### src/rtl/pwm_deadtime_gen.sv
// ---------------------------------------------------------------------------
// pwm_deadtime_gen
//   Dead-time insertion stage that sits after the PWM carrier/comparator.
//   It turns one raw PWM compare bit into a complementary high-side/low-side
//   gate pair. The two gates are never on together. Every hand-over passes
//   through a dead interval of a programmable number of i_ce ticks. A dead
//   interval of zero ticks means a direct swap.
//
// Ports
//   clk        system clock
//   rst        synchronous reset, active high
//   i_ce       count-enable tick from the clock divider (dead-time timebase)
//   i_onoff    1 = PWM_ON, 0 = PWM_OFF (forces both gates low)
//   i_pwm      raw PWM, 1 = high side requested
//   i_dt_rise  dead ticks between low-side off and high-side on
//   i_dt_fall  dead ticks between high-side off and low-side on
//   o_pwm_h    high-side gate (registered)
//   o_pwm_l    low-side gate (registered)
//   o_dt_busy  1 while a dead interval is being timed (registered)
// ---------------------------------------------------------------------------
module pwm_deadtime_gen #(
   parameter int DT_WIDTH = 7
) (
   input  logic                clk,
   input  logic                rst,
   input  logic                i_ce,
   input  logic                i_onoff,
   input  logic                i_pwm,
   input  logic [DT_WIDTH-1:0] i_dt_rise,
   input  logic [DT_WIDTH-1:0] i_dt_fall,
   output logic                o_pwm_h,
   output logic                o_pwm_l,
   output logic                o_dt_busy
);

   typedef enum logic [2:0] {
      S_OFF   = 3'd0,
      S_HIGH  = 3'd1,
      S_DT_HL = 3'd2,
      S_LOW   = 3'd3,
      S_DT_LH = 3'd4
   } state_t;

   state_t              state, state_nxt;
   logic [DT_WIDTH-1:0] cnt, cnt_nxt;
   logic                h_nxt, l_nxt, busy_nxt;

   logic rise_zero, fall_zero;
   assign rise_zero = (i_dt_rise == '0);
   assign fall_zero = (i_dt_fall == '0);

   // Next-state and next-count logic. The dead-time value is copied into the
   // counter only on the transition into a dead state. After that, changes on
   // i_dt_* have no effect on an interval that is already running.
   always_comb begin
      state_nxt = state;
      cnt_nxt   = cnt;

      if (!i_onoff) begin
         state_nxt = S_OFF;
         cnt_nxt   = '0;
      end else begin
         case (state)
            S_OFF: begin
               // Always pass through a dead interval on enable: the previous
               // gate state of the power stage is not known here.
               if (i_pwm) begin
                  if (rise_zero) state_nxt = S_HIGH;
                  else begin
                     state_nxt = S_DT_LH;
                     cnt_nxt   = i_dt_rise;
                  end
               end else begin
                  if (fall_zero) state_nxt = S_LOW;
                  else begin
                     state_nxt = S_DT_HL;
                     cnt_nxt   = i_dt_fall;
                  end
               end
            end

            S_LOW: begin
               if (i_pwm) begin
                  if (rise_zero) state_nxt = S_HIGH;
                  else begin
                     state_nxt = S_DT_LH;
                     cnt_nxt   = i_dt_rise;
                  end
               end
            end

            S_HIGH: begin
               if (!i_pwm) begin
                  if (fall_zero) state_nxt = S_LOW;
                  else begin
                     state_nxt = S_DT_HL;
                     cnt_nxt   = i_dt_fall;
                  end
               end
            end

            S_DT_LH: begin
               // Abort takes priority over expiry. The high side has not
               // turned on yet, so going straight back to low is safe.
               if (!i_pwm) begin
                  state_nxt = S_LOW;
                  cnt_nxt   = '0;
               end else if (i_ce) begin
                  if (cnt <= DT_WIDTH'(1)) begin
                     state_nxt = S_HIGH;
                     cnt_nxt   = '0;
                  end else begin
                     cnt_nxt = cnt - DT_WIDTH'(1);
                  end
               end
            end

            S_DT_HL: begin
               if (i_pwm) begin
                  state_nxt = S_HIGH;
                  cnt_nxt   = '0;
               end else if (i_ce) begin
                  if (cnt <= DT_WIDTH'(1)) begin
                     state_nxt = S_LOW;
                     cnt_nxt   = '0;
                  end else begin
                     cnt_nxt = cnt - DT_WIDTH'(1);
                  end
               end
            end

            default: begin
               state_nxt = S_OFF;
               cnt_nxt   = '0;
            end
         endcase
      end
   end

   // The outputs are decoded from the next state and registered together
   // with it. This gives one clock of latency from the input to the gate
   // change. Because the decode is one-hot on the state, h and l can never
   // be high at the same time.
   always_comb begin
      h_nxt    = (state_nxt == S_HIGH);
      l_nxt    = (state_nxt == S_LOW);
      busy_nxt = (state_nxt == S_DT_LH) || (state_nxt == S_DT_HL);
   end

   always_ff @(posedge clk) begin
      if (rst) begin
         state     <= S_OFF;
         cnt       <= '0;
         o_pwm_h   <= 1'b0;
         o_pwm_l   <= 1'b0;
         o_dt_busy <= 1'b0;
      end else begin
         state     <= state_nxt;
         cnt       <= cnt_nxt;
         o_pwm_h   <= h_nxt;
         o_pwm_l   <= l_nxt;
         o_dt_busy <= busy_nxt;
      end
   end

endmodule

### config.mk
export PLATFORM = sky130hd
export DESIGN_NAME = pwm_deadtime_gen
export DESIGN_NICKNAME = d
export VERILOG_FILES = /design/src/rtl/pwm_deadtime_gen.sv
export SDC_FILE = /design/constraint.sdc
export NUM_CORES = 1
export LEC_CHECK = 0
export ABC_AREA = 1
export CAP_MARGIN = 10
export CORE_ASPECT_RATIO = 0.75
export CORE_MARGIN = 4
export CORE_UTILIZATION = 40
export DETAILED_ROUTE_END_ITERATION = 7
export GPL_TIMING_DRIVEN = 0
export PLACE_DENSITY = 0.67
export SLEW_MARGIN = 5
export SYNTH_ARGS = -nofsm -noshare
export SYNTH_HDL_FRONTEND = slang
export SYNTH_SLANG_ARGS = --single-unit
### constraint.sdc
create_clock -name clk -period 1.2 [get_ports clk]
set_input_delay 0.24 -clock clk [delete_from_list [all_inputs] [get_ports clk]]
set_output_delay 0.24 -clock clk [all_outputs]
set_load 0.02 [all_outputs]
=== Yosys cells after proc, flatten, opt, wreduce, memory -nomap -nowiden ===
Index checks and enable logic that the tools add are counted.

* Divide/modulo/power cells: 0
* $mul: 0
* Equal/unequal tests: 10
* Multiplexer cells: 23
* Reductions and logical operators: 6
* Order comparisons: 1
* Shift operators: 0
* Bitwise operators: 1
* Add/sub/neg operators: 1

{| class="wikitable"
|+ Operators with widths
! kind !! count
|-
| $mux 7 || 9
|-
| $pmux 7 s5 || 1
|-
| $mux 3 || 11
|-
| $pmux 3 s5 || 1
|-
| $logic_not 7->1 || 2
|-
| $eq 3x2->1 const B || 4
|-
| $le 7x1->1 const B || 1
|-
| $sub 7x1->7 const B || 1
|-
| $eq 3x1->1 const B || 2
|-
| $eq 3x3->1 const B || 2
|-
| $ne 2x2->1 const B || 2
|-
| $logic_not 3->1 || 1
|-
| $reduce_and 2->1 || 1
|-
| $reduce_or 2->1 || 1
|-
| $logic_or 1x1->1 || 1
|-
| $mux 1 || 1
|-
| $not 1->1 || 1
|}

* Memories kept: 0
* Bits in latches: 0
* Logic and storage cells: 47
* Bits of input ports: 19
* ROM bits: 0
* Output and inout port bits: 3
* RAM bits: 0
* Bits in registers: 13

=== Longest topological paths before layout ===
* Word-level depth: 8
* Depth in mapped cells: 11
* Gate-level depth less buffers: 11

=== Worst setup path after synthesis ===
OpenSTA, ideal clock, no wires.

* Path kind: reg-to-reg
* Start: reg cnt[0]
* End: reg cnt[4]
* Setup time: 117 ps
* Path slack: -172 ps
* Cell stages (with the launch flop): 11
* Path buffers: 0
* Clock period less this slack: 1372 ps
* Required time: 1083 ps
* Arrival: 1255 ps
* Cell sequence: dfxtp_1 > inv_1 > ha_1 > nand2_1 > nor2_1 > nand2_1 > xor2_1 > nand2_1 > nand3_1 > nor2_1 > nor2_1

* Word-level cells in the longest chain between the ends: 5
* Elaborated cells on any way between the ends: 7
* Classes of those cells: add/sub (1); order compare (1); mux (5)

{| class="wikitable"
|+ Ends and longest elaborated chain
! what !! RTL line !! RTL
|-
| from (decl) || 45 || <nowiki>logic [DT_WIDTH-1:0] cnt, cnt_nxt;</nowiki>
|-
| from (signal assigned) || 159 || <nowiki>cnt <= cnt_nxt;</nowiki>
|-
| $sub 7x1->7 / $le 7x1->1 (equally long branches) || - ||
|-
| $mux 7 (*) || 109, 123 ||
|-
| $mux 7 (*) || 108 || <nowiki>end else if (i_ce) begin</nowiki>
|-
| $mux 7 (on tied branches) || 119, 105 ||
|-
| $pmux 7 s5 (*) || 63 || <nowiki>case (state)</nowiki>
|}

Every way passes the cells marked *; elsewhere a longest branch is shown, timed or not.
A chain may end at the register's enable or synchronous reset.

=== Worst setup path after layout ===
* Start: reg cnt[1]
* End: reg cnt[4]

Same word-level chain as after synthesis.

==> impl_metrics.tcl <==
set metrics [dict create \
    status "finished with violations" \
    failed_checks "negative setup slack" \
    rsz_0062_raised_after_global_routing "true" \
    internal_power_uw 926.1 \
    path_clk_slew_ps 50 \
    clock_power_share_pct 26.0 \
    insertion_delay_ps 240 \
    power.sequential.fraction_pct 34.6 \
    worst_pin_slew_ps 322.1 \
    route.final.wire_length_um 3630 \
    port_buffers 19 \
    post-synth-top-area-fraction_pct 22.85 \
    initial_core_util_pct 42.86 \
    sw_frac_of_total_pct 34.76 \
    syn_inst 211 \
    synthDistinctLibCells 21 \
    first_pass_iters 4 \
    syn_avg_cell_area_um2 5.450 \
    drt-wirelength-per-cell_um 12.52 \
    initialDrtViolationCount 207 \
    detail-route-antenna-nets 0 \
    vdd_drop_max_mv 0.6629 \
    power_switching_uw 493.4 \
    cts.root.buffer_cell "sky130_fd_sc_hd__clkbuf_8" \
    dpl_cell_area_mm2 0.001413 \
    clock-skew-final_ps 2.728 \
    netlist.top_cell.by_area "sky130_fd_sc_hd__nand2_1" \
    setup.worst_path.end_class "register" \
    layout_worst_path_cycle_share_pct 113.4 \
    yosys.cell_count.top_type "sky130_fd_sc_hd__nand2_1" \
    cellPowerDensity_mw_per_mm2 772.3 \
    placeableCoreArea_mm2 0.002683 \
    async_flop_share_pct 0 \
    synth.ff_latch_count 13 \
    finalWeightedCongestion 0.8500 \
    cts.htree.levels 1 \
    n_antenna_cell 0 \
    floorplan.rows 16 \
    final_net_count 276 \
    crit_path_max_fanout 3 \
    via_per_inst 4.997 \
    maximum_number_of_pins_on_one_net_before_global_route_repair 10 \
    final_critical_path_setup_slack_ps -160.7 \
    startpoint_type "register" \
    maxSlewHeadroom_pct 78.45 \
    totalNegativeSetupSlack_ps -1240 \
    main_area_contributors_after_synthesis "sky130_fd_sc_hd__nand2_1 (23%), sky130_fd_sc_hd__dfxtp_1 (23%), sky130_fd_sc_hd__nand3_1 (13%), sky130_fd_sc_hd__inv_1 (10%), sky130_fd_sc_hd__nor2_1 (7.2%)" \
    grt_usage_pct 19.39 \
    synth_nets 232 \
    post_synth_most_frequent_cells "sky130_fd_sc_hd__nand2_1 (70), sky130_fd_sc_hd__inv_1 (31), sky130_fd_sc_hd__nand3_1 (30)" \
    max_clock_freq_mhz 734.9 \
    grt_first_pass_wirelength_um 6016 \
    fin_crit_ps 1361 \
    ys.warnings.count 0 \
    p_comb_share_pct 39.4 \
    vias 1449 \
    first_global_vias 1318 \
    fraction_of_layout_instances_using_a_drive_strength_above_1_pct 36.22 \
    timing.final.setup_violations 13 \
    number_of_failing_hold_endpoints_at_the_final_stage 0 \
    critPathArrivalTime_ps 1480 \
    chipWidth_um 69.91 \
    synth_seq_area_share_pct 22.63 \
    synth_edf_count 0 \
    hp-class "reg -> reg" \
    hold_buffers 0 \
    fin_hold_ws_ps 502.4 \
    design.die.area_mm2 0.003805 \
    final_instance_area_mm2 0.001838 \
    ios 22 \
    maxCapViolations 0 \
    cts-buffers-inserted 3 \
    report.final.slew_viol_count 0 \
    fill_cells 240 \
    required_ps 1320 \
    global_route.overflow_total 0 \
    die_height_um 54.43 \
    cts_tree "done" \
    drc 0 \
    dp_hpwl_um 2307 \
    number_of_antenna_violations_at_the_first_check_in_global_routing 0 \
    synth.cell_area_mm2 0.001150 \
    worstSetupPathType "reg -> reg" \
    clock_tree.buffer_depth 2 \
    cts.sinks 13 \
    predominant_post_synthesis_flop_cell "sky130_fd_sc_hd__dfxtp_1" \
    flow.area_growth_from_synthesis_pct 59.85 \
    cellLeakagePower_nw 0.9023 \
]
placed cells by master, fill, tap and decap left out, drive strengths merged, types with 3 or more instances in the layout:
cell type / instances
nand2: 72
inv: 34
nand3: 30
nor2: 24
buf: 23
dlygate4sd2: 17
dfxtp: 13
a21oi: 8
o21ai: 8
nand4: 6
clkbuf: 4
nor3: 3
xor2: 3
area by class of cell:
cell class | count | area (um2) | share of cell area (%)
buffer | 3 | 25.02 | 1.361
sequential | 13 | 277.8 | 15.11
timing repair buffer | 39 | 331.6 | 18.04
tap | 36 | 45.04 | 2.451
inverter | 35 | 152.6 | 8.305
multi-input combinational | 160 | 960.9 | 52.28
clock buffer | 4 | 45.04 | 2.451
critical path: stages, from the launching register on:
cell	delay, ps
sky130_fd_sc_hd__dfxtp_4	360
sky130_fd_sc_hd__inv_4	80
sky130_fd_sc_hd__ha_4	140
sky130_fd_sc_hd__nand2_4	50
sky130_fd_sc_hd__nor2_4	100
sky130_fd_sc_hd__nand2_2	60
sky130_fd_sc_hd__xor2_1	130
sky130_fd_sc_hd__nand2_1	60
sky130_fd_sc_hd__nand3_1	90
sky130_fd_sc_hd__nor2_1	130
sky130_fd_sc_hd__nor2_1	50
state kept, by name (all words and copies together), names as in the netlist:
name / cells
o_dt_busy: 1
o_pwm_l: 1
cnt: 7
state: 3
o_pwm_h: 1
power groups by stage:
stage	Combinational (mW)	Clock, mW	Sequential, mW
floorplan	0.271	0	0.492
global placement	0.412	0	0.491
detailed placement	0.407	0	0.491
CTS	0.469	0.384	0.484
global route	0.619	0.403	0.493
finish	0.559	0.370	0.491
kinds of logic after synthesis:
logic type	share of synthesized area [%]
AOI/OAI and AO/OA	9.903
xor gates and xnor gates	2.286
adders and majority gates	2.176
buffers and inverters	12.73
DFF	22.63
and+or+nand+nor	50.27
per-stage QoR:
stage | cells | power [mW] | util, % | worst slack [ps]
2_1_floorplan | 211 | 0.7635 | - | -65.38
3_3_place_gp | 266 | 0.9022 | 52.66 | -617.0
3_5_place_dp | 266 | 0.8982 | 52.66 | -603.0
4_1_cts | 284 | 1.337 | 62.22 | -132.3
5_1_grt | 290 | 1.516 | 68.52 | -258.2
6_report | 290 | 1.419 | 68.52 | -160.7
path summary, 6_finish.rpt:
check	start	to	slack (ps)	cells after the start
max	cnt[1]	cnt[4]	-160	10
max reg2reg	cnt[1]	cnt[4]	-160	10
min	cnt[3]	cnt[3]	500	2
min reg2reg	cnt[3]	cnt[3]	500	2
layer usage:
metal	part of all wire, %	global-route usage, %
met5	0	0
met4	1.0	6.369
met3	6.4	2.202
met2	45	32.92
met1	47	26.14
repair_timing:
item / 4_1_cts / 5_1_grt
cloned: 0 / 1
buffers inserted: 14 / 5
pin swaps: 26 / 7
gates resized for setup: 65 / 34
setup endpoints to repair: 16 / 13
Power figures use the tool's default switching activity.
